<file path="src/rtl/uart_tx_arbiter.sv">
// Round-robin arbiter/sequencer sharing one UART transmitter between NUM_REQ byte requesters.
// Define UART_ARB_FIXED_PRIO_EN to replace round-robin with fixed lowest-index-wins priority.
module uart_tx_arbiter #(
  parameter int unsigned NUM_REQ = 4,
  parameter int unsigned TIMEOUT = 64
) (
  input  logic                 clock,
  input  logic                 reset,
  input  logic [NUM_REQ-1:0]   req,
  input  logic [8*NUM_REQ-1:0] req_data,
  input  logic [1:0]           cfg_char_size,
  input  logic                 cfg_parity_mode,
  input  logic                 cfg_stop_bits,
  input  logic                 cfg_nine_en,
  input  logic                 cfg_nine_bit,
  input  logic                 cfg_rx_en,
  input  logic                 uart_tx_complete,
  output logic [7:0]           uart_cns,
  output logic [7:0]           uart_tx_byte,
  output logic [NUM_REQ-1:0]   grant,
  output logic [NUM_REQ-1:0]   done,
  output logic                 err,
  output logic                 busy
);

  localparam int unsigned PTR_W = (NUM_REQ > 1) ? $clog2(NUM_REQ) : 1;
  localparam int unsigned TMR_W = $clog2(TIMEOUT);

  localparam logic [1:0] ST_IDLE    = 2'd0;
  localparam logic [1:0] ST_SEND    = 2'd1;
  localparam logic [1:0] ST_RELEASE = 2'd2;

  logic [1:0]         state, state_n;
  logic [TMR_W-1:0]   timer, timer_n;
  logic [PTR_W-1:0]   last, last_n;
  logic [PTR_W-1:0]   owner, owner_n;
  logic [NUM_REQ-1:0] grant_n, done_n;
  logic               err_n, busy_n;
  logic [7:0]         tx_byte_n;
  logic [5:0]         cfg_q, cfg_n;
  logic               tx_en, tx_en_n;
  logic               prev_complete;

  logic [PTR_W-1:0]   winner;
  logic               found;
  logic               complete_rise;
  logic               timed_out;
  int unsigned        idx;

  // Winner search; the lowest search offset that finds an active request wins.
  always_comb begin
    winner = '0;
    found  = 1'b0;
    idx    = 0;
`ifdef UART_ARB_FIXED_PRIO_EN
    for (int i = int'(NUM_REQ) - 1; i >= 0; i--) begin
      if (req[i]) begin
        winner = PTR_W'(i);
        found  = 1'b1;
      end
    end
`else
    for (int k = int'(NUM_REQ); k >= 1; k--) begin
      idx = (32'(last) + 32'(k)) % NUM_REQ;
      if (req[PTR_W'(idx)]) begin
        winner = PTR_W'(idx);
        found  = 1'b1;
      end
    end
`endif
  end

  assign complete_rise = uart_tx_complete && !prev_complete;
  assign timed_out     = (timer == TMR_W'(TIMEOUT - 1));

  // Next-state and next-output logic.
  always_comb begin
    state_n   = state;
    timer_n   = timer;
    last_n    = last;
    owner_n   = owner;
    grant_n   = grant;
    done_n    = '0;
    err_n     = 1'b0;
    busy_n    = busy;
    tx_byte_n = uart_tx_byte;
    cfg_n     = cfg_q;
    tx_en_n   = tx_en;
    case (state)
      ST_IDLE: begin
        if (found) begin
          state_n   = ST_SEND;
          grant_n   = NUM_REQ'(1) << winner;
          owner_n   = winner;
          tx_byte_n = req_data[{winner, 3'b000} +: 8];
          cfg_n     = {cfg_nine_en, cfg_char_size, cfg_nine_bit, cfg_parity_mode, cfg_stop_bits};
          tx_en_n   = 1'b1;
          timer_n   = '0;
          busy_n    = 1'b1;
        end
      end
      ST_SEND: begin
        timer_n = timer + TMR_W'(1);
        if (complete_rise || timed_out) begin
          state_n = ST_RELEASE;
          tx_en_n = 1'b0;
          grant_n = '0;
          done_n  = NUM_REQ'(1) << owner;
          last_n  = owner;
          err_n   = !complete_rise;
        end
      end
      ST_RELEASE: begin
        state_n = ST_IDLE;
        busy_n  = 1'b0;
      end
      default: begin
        state_n = ST_IDLE;
        grant_n = '0;
        tx_en_n = 1'b0;
        busy_n  = 1'b0;
      end
    endcase
  end

  always_ff @(posedge clock or negedge reset) begin
    if (!reset) begin
      state         <= ST_IDLE;
      timer         <= '0;
      last          <= PTR_W'(NUM_REQ - 1);
      owner         <= '0;
      grant         <= '0;
      done          <= '0;
      err           <= 1'b0;
      busy          <= 1'b0;
      uart_tx_byte  <= '0;
      cfg_q         <= '0;
      tx_en         <= 1'b0;
      prev_complete <= 1'b0;
    end else begin
      state         <= state_n;
      timer         <= timer_n;
      last          <= last_n;
      owner         <= owner_n;
      grant         <= grant_n;
      done          <= done_n;
      err           <= err_n;
      busy          <= busy_n;
      uart_tx_byte  <= tx_byte_n;
      cfg_q         <= cfg_n;
      tx_en         <= tx_en_n;
      prev_complete <= uart_tx_complete;
    end
  end

  // Receiver enable bypasses the latch so the receive side is never gated by arbitration.
  assign uart_cns = {cfg_q, cfg_rx_en, tx_en};

endmodule
</file>
<file path="config.mk">
export PLATFORM = sky130hd
export DESIGN_NAME = uart_tx_arbiter
export DESIGN_NICKNAME = d
export VERILOG_FILES = /design/src/rtl/uart_tx_arbiter.sv
export SDC_FILE = /design/constraint.sdc
export NUM_CORES = 1
export LEC_CHECK = 0
export BUFFER_PORTS_ARGS = -buffer_cell sky130_fd_sc_hd__buf_2
export CAP_MARGIN = 40
export CORE_UTILIZATION = 45
export CTS_CLUSTER_DIAMETER = 40
export CTS_CLUSTER_SIZE = 10
export DETAILED_ROUTE_END_ITERATION = 6
export PLACE_DENSITY = 0.75
export SYNTH_ARGS = -nofsm -noshare
export SYNTH_HDL_FRONTEND = slang
export SYNTH_SLANG_ARGS = --single-unit
</file>
<file path="constraint.sdc">
create_clock -name clock -period 1.85 [get_ports clock]
set_input_delay 0 -clock clock [delete_from_list [all_inputs] [get_ports clock]]
set_output_delay 0 -clock clock [all_outputs]
set_load 0.005 [all_outputs]
</file>
; Word-level counts from Yosys, hierarchy flattened
; Cells that the tools add are included.
[op_classes]
add_sub_neg = 5
multipliers = 0
n_div = 0
n_lt_le_gt_ge = 4
eq_ne = 5
n_shift = 3
n_mux = 32
bitwise_logic = 2
reduce_logical = 12
[op_table]
columns = cell, n
row1 = 32-bit by 6-bit variable part select with 8-bit output, 1
row2 = 4-bit 2-to-1 mux, 4
row3 = "2-bit by 3-bit less-than comparator with 1-bit output, second input constant", 4
row4 = 1-bit 2-to-1 mux, 12
row5 = 2-bit 2-to-1 mux, 6
row6 = 4-bit one-hot mux with 3 select lines, 1
row7 = 6-bit one-hot mux with 2 select lines, 1
row8 = 2-bit AND reduction, 5
row9 = 1-bit binary-select mux with 2-bit select, 4
row10 = "1-bit by 2-bit left shift with 4-bit output, first input constant", 2
row11 = "6-bit by 1-bit adder with 6-bit output, second input constant", 1
row12 = "6-bit equality test, second input constant", 1
row13 = 6-bit 2-to-1 mux, 1
row14 = "2-bit by 1-bit adder with 2-bit output, second input constant", 2
row15 = "2-bit adder, second input constant", 2
row16 = "2-bit inequality test, second input constant", 2
row17 = 2-bit one-hot mux with 2 select lines, 1
row18 = 1-bit one-hot mux with 3 select lines, 1
row19 = 3-bit AND reduction, 1
row20 = "2-bit by 1-bit equality test with 1-bit output, second input constant", 1
row21 = "2-bit equality test, second input constant", 1
row22 = 1-bit logical NOT, 2
row23 = 2-bit logical NOT, 1
row24 = 1-bit inverter, 2
row25 = other kinds (4), 4
[word_totals]
regBits = 38
latchBits = 0
ramBits = 0
rom_bits = 0
in_bits = 46
wordCells = 75
mem_count = 0

; Depth between registers and ports, before layout
; Gate-level depths: netlist of the first run.
[logic_depth]
depth_word = 10
mapped_depth = 6
ltp_nobuf = 5

; Worst setup path before layout of the first run
; No wires, ideal clock.
[synth_timing]
kind = register to register
start = register last[1]
end = register uart_tx_byte[0]
setup_ns = 0.129
arrival_time_ns = 1.513
t_required_ns = 1.721
setup_slack_ns = 0.207
stages_incl_launch_ff = 6
path_buffers = 0
synth_period_minus_slack_ns = 1.643
path_cell_list = dfstp_2 clkinv_1 o311ai_1 nand2_2 a211oi_1 a211oi_1
[synth_via]
elab_chain_cells = 8
elab_cells_between_ends = 22
cone_classes = add/sub (4) / shift (1) / mux (16) / reduce/logical (1)
[synth_rtl]
columns = item, line
row1 = start: declaration, 35  ; logic [PTR_W-1:0] last, last_n;
row2 = start signal: assignment, 130  ; last <= PTR_W'(NUM_REQ - 1);
row3 = start signal: assignment, 143  ; last <= last_n;
row4 = 2-bit by 1-bit adder with 2-bit output, 64  ; idx = (32'(last) + 32'(k)) % NUM_REQ;
row5 = 1-bit binary-select mux with 2-bit select, 65  ; if (req[PTR_W'(idx)]) begin
row6 = 1-bit 2-to-1 mux (not written as such), 65
row7 = 2-bit 2-to-1 mux or 1-bit 2-to-1 mux (tied branches) (4 in series), 65
row8 = 32-bit by 6-bit variable part select with 8-bit output or 2-bit AND reduction (tied branches), n/a
row9 = end signal: assignment, 149  ; uart_tx_byte <= tx_byte_n;
row10 = end: declaration, 19  ; output logic [7:0] uart_tx_byte,
; Several ways; a longest one is shown, not always the timed one. The select of a mux whose other input is x is not followed.
; A chain may end at the register's enable or synchronous reset.

; Worst setup path after layout of the first run
[layout_timing]
start = register last[1]
end = register uart_tx_byte[4]
; The elaborated chain is that of the path after synthesis.

==> out/results.ini, run 1 <==
[yosys]
sequential_to_total_area_share_from_yosys_stat = 0.523
dominant_cells_by_area_after_synthesis = dfrtp_1 (49%), a211oi_1 (6.6%), nand2_1 (5.8%)
ys_ff_latch = 38
synth_enable_flop_cells = 0
syn_area_um2 = 1820
ys_types = 39
area_fraction_in_compound_gates_after_synthesis = 0.175
synth_top_family_by_area = simple AND/OR/NAND/NOR gates
synthesis.instances = 177
xor_and_xnor_fraction_of_the_mapped_netlist_area = 0.00480
synth_largest_type_area_fraction = 0.494
synthAdderAreaFrac = 0.00686
synthesized_area_divided_by_synthesized_cell_count_um2 = 10.3
synth_fp_nets = 224
synth_warnings = 0
async_reset_ff_frac = 1.00
mux_contribution_to_synthesized_area = 0.0439
synth_largest_area_cell = dfrtp_1
postSynth.topFlopCell = dfrtp_1
synth-simple-area-share = 0.217

[placed_design]
dp_worst_setup_slack_ns = -0.0425
io_buffers = 69
globalplace.congestion = 0.790
hpwlAfterDp_um = 2950

[setup_path]
critical_path.cell_chain = clkinvlp_4, o311ai_4, nand2_2, a211oi_2, a211oi_1
crit_type = reg -> reg
timing.critical_path.required_ns = 2.00
critical_path.slowest_cell = dfstp_2
r2r_setup_slack_ns = 0.08
cp-end-kind = register
path_max_fanout = 5
crit_path_max_incr_delay_ns = 0.59
path_buf_inv = 1
cp.arrival_ns = 1.92
cp_top_family = compound AO/OA/AOI/OAI gates
setup.worst_path.start_class = register

[routing]
routed_wire_length_per_instance_um = 13.5
initialDrtViolationCount = 92
post-route-drc-count = 0
route.antenna.remaining_nets = 0
routed-via-count = 1638
wl_um = 4210
drt-pass1-iter-count = 4
avgViaCountPerCell = 5.25

[timing]
timing.max_slew.rel_slack = 0.456
setup_repair_after_global_routing_missed_its_margin = yes
fin_crit_ns = 1.77
hold_viol = 0
slew_viol_final = 0
layout_worst_path_cycle_share = 0.955
finalSetupViolations = 0
fmax_mhz = 566
final.hold.worst_slack_ns = 0.0000425
setup_total_negative_slack_ns = 0
fin_skew_ns = 0.00545
worst_pin_slew_ns = 0.816
layout_setup_ws_ns = 0.0833

[cts]
cts_buffer_depth = 2
tritoncts = done
clk_pin_slew_ns = 0.08
cts.sinks = 38
cts_root_buffer = clkbuf_8
number_of_buffers_added_by_the_clock_tree_synthesis_step = 5
later_pin_clock_latency_in_the_skew_report_ns = 0.29
htree_num_levels = 2

[layout]
drive_gt1_frac = 0.402
syn_to_final_growth_pct = 36.7
diodes = 0
total_nets_final = 310
final_common_cell = buf_2
most-common-layout-cells = buf_2 (69), dfrtp_1 (36), nand2_1 (28)

[floorplanning]
die_w_um = 65.7
area_of_the_core_um2 = 3770
rows = 22
floorplan.initialDensity = 0.483
die_h_um = 65.7
die_area_um2 = 4310
design.portCount = 72

[global_route]
grt.overflow.total = 0
total_routing_usage_gr = 0.204
first_global_vias = 1416
antenna_violations_before_repair = 0
grt_max_degree = 39
grt_pass1_wl_um = 6480

[run_status]
run_status = finished, final reports clean

[power_and_ir_drop]
power.density_nw_per_um2 = 1380
p_leak_nw = 1.22
vdd.ir_drop.worst_v = 0.000744
finalPower_mw = 3.43

[hold_path]
hold_path_class = in -> out

[run]
drv.max_cap_violation_count = 0

-- metrics by stage --
stage,utilization,std cells,area (µm²)
final,0.661,312,2490
after global routing,0.661,312,2490
after CTS,0.643,310,2430
after detailed placement,0.592,293,2230
after global placement,0.592,293,2230
after floorplan,-,177,1820
-- area by class of cell --
type | count | area, µm²
Inverter | 3 | 15.0
Clock buffer | 6 | 82.6
Clock inverter | 2 | 12.5
Timing Repair Buffer | 85 | 485
Multi-Input combinational cell | 130 | 882
Tap cell | 48 | 60.1
Fill cell | 300 | 1280
Sequential cell | 38 | 953
-- Yosys cell counts, types with 2 or more instances --
library cell and count:
and4_1 8, dfrtp_1 36, and3_1 3, a22o_1 3, nand3_1 3, clkbuf_1 3, nand2b_1 2, a211oi_1 16
buf_4 2, a21oi_1 2, o21ai_0 2, nand2_1 28, o21ai_4 2, o21ai_1 11, nor2_1 16, o2bb2ai_1 2
mux2i_1 8, a21o_1 3, nor2b_1 5, dfstp_2 2, inv_1 2
-- sequential cells by signal, summed over array words and instances (netlist names), 2 cells and up --
signal and cells:
last 2, cfg_q 6, owner 2, state 2
timer 6, grant 4, uart_tx_byte 8, done 4
-- repair_timing --
item / CTS / global route
hold buffers: 8 / 0
resized for setup: 2 / 11
buffers inserted: 1 / 1
cloned: 0 / 1
pin swaps: 0 / 2
hold endpoints to repair: 43 / 0
endpoints found under the setup margin: 8 / 8
-- final timing paths --
| check | start | endpoint | cells past startpoint |
|---|---|---|---|
| min in group asynchronous | reset | done[1]$_DFF_PN0_ | 2 |
| max | last[1]$_DFFE_PN1P_ | uart_tx_byte[4]$_DFFE_PN0P_ | 5 |
| max in group asynchronous | reset | tx_en$_DFFE_PN0P_ | 2 |
| min reg2reg | cfg_q[5]$_DFFE_PN0P_ | cfg_q[5]$_DFFE_PN0P_ | 2 |
| min | cfg_rx_en | uart_cns[1] | 0 |
| max reg2reg | last[1]$_DFFE_PN1P_ | uart_tx_byte[4]$_DFFE_PN0P_ | 5 |
-- logic make-up after synthesis --
group	Yosys count
flops	38
xor+xnor	1
mux	8
compound gates	43
fa+ha+maj	1
simple gates	76
buf+inv	10
-- power by group --
group | switching, mW | leakage [nW] | internal, mW
logic | 0.793 | 0.707 | 0.668
registers | 0.227 | 0.468 | 1.15
clock network | 0.289 | 0.0472 | 0.299
-- per-layer routing --
layer / GRT usage / up-vias / routed length (µm)
met3: 0.0573 / 7 / 214
li1: - / 814 / -
met2: 0.301 / 52 / 1910
met4: 0.109 / 0 / 98
met1: 0.268 / 765 / 1990
met5: 0 / - / 0
Note: power is estimated with default switching activity, not from simulation.
==> run 2, diff against run 1 <==
--- a/config.mk
+++ b/config.mk
@@ -5,13 +5,15 @@
 export SDC_FILE = /design/constraint.sdc
 export NUM_CORES = 1
 export LEC_CHECK = 0
+export ABC_AREA = 1
 export BUFFER_PORTS_ARGS = -buffer_cell sky130_fd_sc_hd__buf_2
 export CAP_MARGIN = 40
-export CORE_UTILIZATION = 45
+export CORE_ASPECT_RATIO = 1.75
+export CORE_UTILIZATION = 51
 export CTS_CLUSTER_DIAMETER = 40
 export CTS_CLUSTER_SIZE = 10
 export DETAILED_ROUTE_END_ITERATION = 6
-export PLACE_DENSITY = 0.75
+export PLACE_DENSITY = 0.8
 export SYNTH_ARGS = -nofsm -noshare
 export SYNTH_HDL_FRONTEND = slang
 export SYNTH_SLANG_ARGS = --single-unit
==> out/results.ini, run 2 <==
[hold_path]
hold_path_startpoint = cfg_rx_en
hold_path_class = in -> out
whs_endpoint = uart_cns[1]
holdPathStages = 0  ; unchanged

[floorplanning]
design.portCount = 72  ; unchanged
floorplan.initialDensity = 0.529  ; +0.0457
area_of_the_core_um2 = 4150  ; +10%
rows = 31  ; +41%
die_h_um = 88.8  ; +35%
die_area_um2 = 4580  ; +6.3%
die_w_um = 51.6  ; -21%

[run]
drv.max_cap_violation_count = 0  ; unchanged

[global_route]
grt_pass1_wl_um = 8240  ; +27%
grt.overflow.total = 0  ; unchanged
grt_max_degree = 39  ; unchanged
first_global_vias = 2061  ; +46%
antenna_violations_before_repair = 0  ; unchanged
total_routing_usage_gr = 0.236  ; +0.0328

[timing]
fin_skew_ns = 0.00643  ; +0.000980 ns
fin_crit_ns = 1.94  ; +0.169 ns
setup_total_negative_slack_ns = -0.614  ; -0.614 ns
finalSetupViolations = 12  ; +12
layout_worst_path_cycle_share = 1.05  ; +0.0912
setup_repair_after_global_routing_missed_its_margin = yes
fmax_mhz = 517  ; -8.7%
final.hold.worst_slack_ns = 0.0000425  ; unchanged
timing.max_slew.rel_slack = 0.455  ; -0.00154
worst_pin_slew_ns = 0.818  ; +0.00230 ns
hold_viol = 0  ; unchanged
slew_viol_final = 0  ; unchanged
layout_setup_ws_ns = -0.0854  ; -0.169 ns

[placed_design]
placed_area_um2 = 2620  ; +17%
hpwlAfterDp_um = 3720  ; +26%
io_buffers = 69  ; unchanged
globalplace.congestion = 0.865  ; +9.5%
dp_worst_setup_slack_ns = -0.0558  ; -0.0133 ns

[layout]
most-common-layout-cells = nand2_1 (106), buf_2 (69), dfrtp_1 (36)
final_area_um2 = 3070  ; +23%
final.fill_count = 283  ; -5.7%
multi_input_gate_area_um2 = 1130  ; +28%
largest_register = uart_tx_byte
total_nets_final = 434  ; +40%
seqCellArea_um2 = 953  ; unchanged
largest_register_ffs = 8  ; unchanged
syn_to_final_growth_pct = 39.8
biggestRegsByFlops = uart_tx_byte: 8 flops, cfg_q: 6 flops, timer: 6 flops
diodes = 0  ; unchanged
drive_gt1_frac = 0.394  ; -0.00719
final_common_cell = nand2_1

[routing]
wl_um = 5680  ; +35%
route.antenna.remaining_nets = 0  ; unchanged
initialDrtViolationCount = 62  ; -33%
drt-pass1-iter-count = 4  ; unchanged
post-route-drc-count = 0  ; unchanged
routed-via-count = 2242  ; +37%
avgViaCountPerCell = 5.13  ; -2.3%
routed_wire_length_per_instance_um = 13.0  ; -3.6%

[setup_path]
critical_path.cell_chain = buf_12, inv_8, nand2_4, nand3_1, nand2_1, inv_2, nand2_4, nand3_4, buf_12, nand2_8, buf_4, inv_2, a22o_1
crit_path_max_incr_delay_ns = 0.56  ; -0.03 ns
path_max_fanout = 7  ; +2
crit_type = reg -> reg
cp.arrival_ns = 2.12  ; +0.20 ns
setup.worst_path.start_class = register
path_buf_inv = 6  ; +5
cp-end-kind = register
regToRegStartpoint = last[0]$_DFFE_PN1P_
timing.critical_path.required_ns = 2.03  ; +0.03 ns
cp_top_family = flip-flops
ff2ff_path_depth = 13  ; +8
critical_path.slowest_cell = dfstp_2
timing.rr.end = grant[0]$_DFFE_PN0P_
r2r_setup_slack_ns = -0.09  ; -0.17 ns

[cts]
cts_root_buffer = clkbuf_8
tritoncts = done
htree_num_levels = 2  ; unchanged
clk_pin_slew_ns = 0.08  ; about the same
number_of_buffers_added_by_the_clock_tree_synthesis_step = 5  ; unchanged
cts.sinks = 38  ; unchanged
cts_buffer_depth = 2  ; unchanged
later_pin_clock_latency_in_the_skew_report_ns = 0.29  ; about the same

[yosys]
ys_top_cells_by_count = nand2_1 (111), dfrtp_1 (36), inv_1 (30), nand3_1 (23), nor2_1 (13)
sequential_to_total_area_share_from_yosys_stat = 0.434  ; -0.0888
synthMostInstantiatedCell = nand2_1
synthesis.instances = 285  ; +61%
synth_largest_type_area_fraction = 0.410  ; -0.0839
postSynth.topFlopCell = dfrtp_1
synth_enable_flop_cells = 0  ; unchanged
synth_fp_nets = 332  ; +48%
synth_largest_area_cell = dfrtp_1
ys_types = 31  ; -21%
async_reset_ff_frac = 1.00  ; unchanged
synthesized_area_divided_by_synthesized_cell_count_um2 = 7.70  ; -25%
syn_area_um2 = 2200  ; +20%
ys_ff_latch = 38  ; unchanged
dominant_cells_by_area_after_synthesis = dfrtp_1 (41%), nand2_1 (19%), nand3_1 (5.2%)
synth_warnings = 0  ; unchanged

[power_and_ir_drop]
finalPower_mw = 5.71  ; +66%
vdd.ir_drop.worst_v = 0.00114  ; +53%
p_leak_nw = 1.76  ; +44%
power.density_nw_per_um2 = 1860  ; +35%

[run_status]
run_status = finished with violations
violations = setup timing

-- run 2: cell count changes after synthesis, moves of 9 or more --
cell	change
a211oi_1	-16
inv_1	+28
nand2_1	+83
nand2_2	+9
nand3_1	+20
o21ai_1	-9
-- run 2: worst max path at each step --
stage          depth (start not counted)                     endpoint  slack [ns]           startpoint
2_1_floorplan                         11         grant[0]$_DFFE_PN0P_        0.08  last[0]$_DFFE_PN1P_
3_3_place_gp                          12  uart_tx_byte[4]$_DFFE_PN0P_      -0.008  last[0]$_DFFE_PN1P_
3_5_place_dp                          15  uart_tx_byte[4]$_DFFE_PN0P_       -0.06  last[0]$_DFFE_PN1P_
4_1_cts                               15  uart_tx_byte[4]$_DFFE_PN0P_       0.006  last[0]$_DFFE_PN1P_
5_1_grt                               13  uart_tx_byte[1]$_DFFE_PN0P_       -0.18  last[0]$_DFFE_PN1P_
6_report                              13         grant[0]$_DFFE_PN0P_       -0.09  last[0]$_DFFE_PN1P_
-- run 2: final cells by class --
class	count	area share
repair buffers	103	0.222
multi-input cells	203	0.369
inverters	36	0.0473
clock buffers	6	0.0269
flip-flops and latches	38	0.311
well taps	49	0.0200
clock inverters	2	0.00407
-- run 2: per-layer routing --
layer	up-vias	share of wire	global-route usage
li1	1095	-	-
met1	1055	0.36	0.241
met2	79	0.57	0.472
met3	13	0.044	0.0378
met4	0	0.018	0.0688
met5	-	0	0
-- run 2: stage by stage --
stage,std cells,utilization
global route,437,0.740
CTS,426,0.689
finish,437,0.740
floorplan,285,-
global placement,406,0.631
detailed placement,406,0.631
-- run 2: power breakdown --
group          switching [mW]  internal (mW)
Clock                   0.285          0.299
Combinational            2.16           1.62
Sequential              0.199           1.15
-- run 2: kinds of logic after synthesis --
logic type                 after synthesis  share of synthesized area
and+or+nand+nor                        183                      0.407
AOI/OAI and AO/OA                       17                     0.0530
adders and majority gates                1                    0.00570
buffers and inverters                   46                      0.100
DFF                                     38                      0.434
-- run 2: worst register-to-register path: stages, from the launching register on --
cell     delay (ns)
dfstp_2        0.56
buf_12         0.12
inv_8          0.05
nand2_4        0.06
nand3_1        0.09
nand2_1        0.10
inv_2          0.05
nand2_4        0.08
nand3_4        0.13
buf_12         0.17
nand2_8        0.08
buf_4          0.11
inv_2          0.04
a22o_1         0.19
-- run 2: what timing repair did --
action / in CTS / in global routing
resized for setup: 5 / 22
gates cloned: 0 / 3
pin swaps: 0 / 6
setup buffers: 2 / 8
hold endpoints to repair: 44 / 0
endpoints found under the setup margin: 10 / 16
hold buffers: 10 / 0
==> run 3, diff against run 2 <==
--- a/config.mk
+++ b/config.mk
@@ -9,11 +9,13 @@
 export BUFFER_PORTS_ARGS = -buffer_cell sky130_fd_sc_hd__buf_2
 export CAP_MARGIN = 40
 export CORE_ASPECT_RATIO = 1.75
+export CORE_MARGIN = 10
 export CORE_UTILIZATION = 51
 export CTS_CLUSTER_DIAMETER = 40
 export CTS_CLUSTER_SIZE = 10
 export DETAILED_ROUTE_END_ITERATION = 6
 export PLACE_DENSITY = 0.8
+export SKIP_LAST_GASP = 1
 export SYNTH_ARGS = -nofsm -noshare
 export SYNTH_HDL_FRONTEND = slang
 export SYNTH_SLANG_ARGS = --single-unit
==> out/results.ini, run 3 (synthesized netlist as in run 2, its figures left out) <==
[setup_path]
crit_type = reg -> reg
path_max_fanout = 6  ; -1
timing.critical_path.required_ns = 2.03  ; about the same
crit_path_max_incr_delay_ns = 0.59  ; +0.03 ns
critical_path.cell_chain = buf_12, inv_6, nand2_2, nand2_2, nand2_1, nand2_1, inv_2, nand3_4, buf_12, nand2_8, buf_6, nand2_4, nand3_2, nand2_1, nand2_1, nand2_1
setup.worst_path.start_class = register
cp-end-kind = register
cp.arrival_ns = 2.14  ; +0.02 ns
critical_path.slowest_cell = dfstp_2
critPathMostFrequentCell = nand2_1

[power_and_ir_drop]
finalPower_mw = 5.61  ; -1.8%
p_leak_nw = 1.74  ; -1.2%
vdd.ir_drop.worst_v = 0.00156  ; +37%
power.density_nw_per_um2 = 1850  ; -0.70%

[placed_design]
globalplace.congestion = 0.896  ; +3.6%
dp_cells = 407  ; +0.25%
io_buffers = 69  ; unchanged
hpwlAfterDp_um = 4440  ; +19%

[cts]
tritoncts = done
clk_pin_slew_ns = 0.07  ; about the same
cts.sinks = 38  ; unchanged
cts_buffer_depth = 2  ; unchanged
htree_num_levels = 2  ; unchanged
later_pin_clock_latency_in_the_skew_report_ns = 0.28  ; about the same
cts_root_buffer = clkbuf_8
number_of_buffers_added_by_the_clock_tree_synthesis_step = 5  ; unchanged

[floorplanning]
rows = 31  ; unchanged
die_w_um = 69.6  ; +35%
floorplan.initialDensity = 0.529  ; unchanged
area_of_the_core_um2 = 4150  ; unchanged
design.portCount = 72  ; unchanged
die_h_um = 107  ; +20%
die_area_um2 = 7430  ; +62%

[layout]
largest_register = uart_tx_byte
final_cell_count_no_fill = 434  ; -0.69%
multi_input_gate_area_um2 = 1120  ; -1.4%
seqCellArea_um2 = 953  ; unchanged
finalCoreUtilization = 0.732  ; -0.00784
syn_to_final_growth_pct = 38.3
most-common-layout-cells = nand2_1 (103), buf_2 (69), dfrtp_1 (36)
diodes = 0  ; unchanged
drive_gt1_frac = 0.387  ; -0.00732
biggestRegsByFlops = uart_tx_byte: 8 flops, cfg_q: 6 flops, timer: 6 flops
final_common_cell = nand2_1
total_nets_final = 431  ; -0.69%
largest_register_ffs = 8  ; unchanged
final.fill_count = 314  ; +11%

[global_route]
grt_max_degree = 39  ; unchanged
grt_pass1_wl_um = 9780  ; +19%
antenna_violations_before_repair = 0  ; unchanged
total_routing_usage_gr = 0.156  ; -0.0804
grt.overflow.total = 0  ; unchanged
first_global_vias = 2204  ; +6.9%

[run_status]
run_status = finished with violations
violations = setup timing

[routing]
drt-pass1-iter-count = 4  ; unchanged
initialDrtViolationCount = 96  ; +55%
post-route-drc-count = 0  ; unchanged
routed_wire_length_per_instance_um = 14.4  ; +10%
route.antenna.remaining_nets = 0  ; unchanged
routed-via-count = 2205  ; -1.7%
wl_um = 6230  ; +9.7%
avgViaCountPerCell = 5.08  ; -0.97%

[timing]
layout_worst_path_cycle_share = 1.06  ; +0.0118
fin_skew_ns = 0.00295  ; -0.00348 ns
setup_repair_after_global_routing_missed_its_margin = yes
slew_viol_final = 0  ; unchanged
worst_pin_slew_ns = 0.815  ; -0.00350 ns
fin_crit_ns = 1.96  ; +0.0219 ns
fmax_mhz = 511  ; -1.1%
timing.max_slew.rel_slack = 0.457  ; +0.00233
hold_viol = 0  ; unchanged
layout_setup_ws_ns = -0.107  ; -0.0219 ns
finalSetupViolations = 12  ; unchanged

[run]
drv.max_cap_violation_count = 0  ; unchanged

[hold_path]
hold_path_class = in -> out

[run 3: cell count changes in the layout (fill, tap and decap cells not counted), moves of 3 or more]
cell	before	now
nand3_2	10	7
buf_6	2	6
nand2_1	106	103
nand2_4	12	9
nand2_2	10	17
buf_4	18	11
[run 3: cell type report]
class | count | area share
clock buffer | 7 | 0.0284
timing repair buffer | 100 | 0.222
sequential | 38 | 0.314
clock inverter | 1 | 0.00165
inverter | 36 | 0.0461
multi-input combinational | 203 | 0.367
tap | 49 | 0.0202
[run 3: worst paths after layout]
| check | startpoint | endpoint | slack (ns) | depth (start not counted) |
|---|---|---|---|---|
| worst min register to register | uart_tx_byte[6]$_DFFE_PN0P_ | uart_tx_byte[6]$_DFFE_PN0P_ | 0.48 | 2 |
| worst min-delay path | cfg_rx_en | uart_cns[1] | 0.00001 | 0 |
| worst max-delay path | last[0]$_DFFE_PN1P_ | uart_tx_byte[4]$_DFFE_PN0P_ | -0.11 | 16 |
| worst max register to register | last[0]$_DFFE_PN1P_ | uart_tx_byte[4]$_DFFE_PN0P_ | -0.11 | 16 |
| max in group asynchronous | reset | timer[4]$_DFFE_PN0P_ | 1.00 | 2 |
| min in group asynchronous | reset | done[1]$_DFF_PN0_ | 0.34 | 2 |
[run 3: worst max-delay path, delay by kind of cell, from the launching register on]
kind | cells | cell delay, ns
simple gates | 11 | 0.72
flops | 1 | 0.59
buf+inv | 5 | 0.55
[run 3: per-stage QoR]
| step | instance area, µm² | hold WS, ns | setup TNS [ns] | setup slack [ns] |
|---|---|---|---|---|
| floorplan | 2200 | -0.296 | 0 | 0.0822 |
| global placement | 2630 | 0.0000346 | -0.0625 | -0.0173 |
| detailed placement | 2630 | 0.0000346 | -0.0864 | -0.0258 |
| CTS | 2860 | 0.0000346 | 0 | 0.00221 |
| global route | 3040 | 0.0000357 | -1.74 | -0.192 |
| finish | 3040 | 0.0000110 | -0.587 | -0.107 |
[run 3: what timing repair did]
item	CTS	global route
gates cloned	0	3
gates resized for setup	2	23
hold endpoints to repair	44	0
pin swaps	0	13
buffers inserted	2	4
hold buffers	10	0
setup endpoints to repair	9	14
[run 3: report_power, final]
group          total, mW  internal [mW]  leakage [nW]  switching, mW
Sequential          1.35           1.15         0.479          0.199
Combinational       3.69           1.58          1.21           2.11
Clock              0.571          0.300        0.0482          0.271
[run 3: per-layer routing]
metal | vias to the layer above | global-route usage | routed length, µm
met3 | 20 | 0.0480 | 328
met2 | 72 | 0.305 | 3510
met1 | 1026 | 0.145 | 2170
li1 | 1087 | - | -
met5 | - | 0 | 0
met4 | 0 | 0.0592 | 214
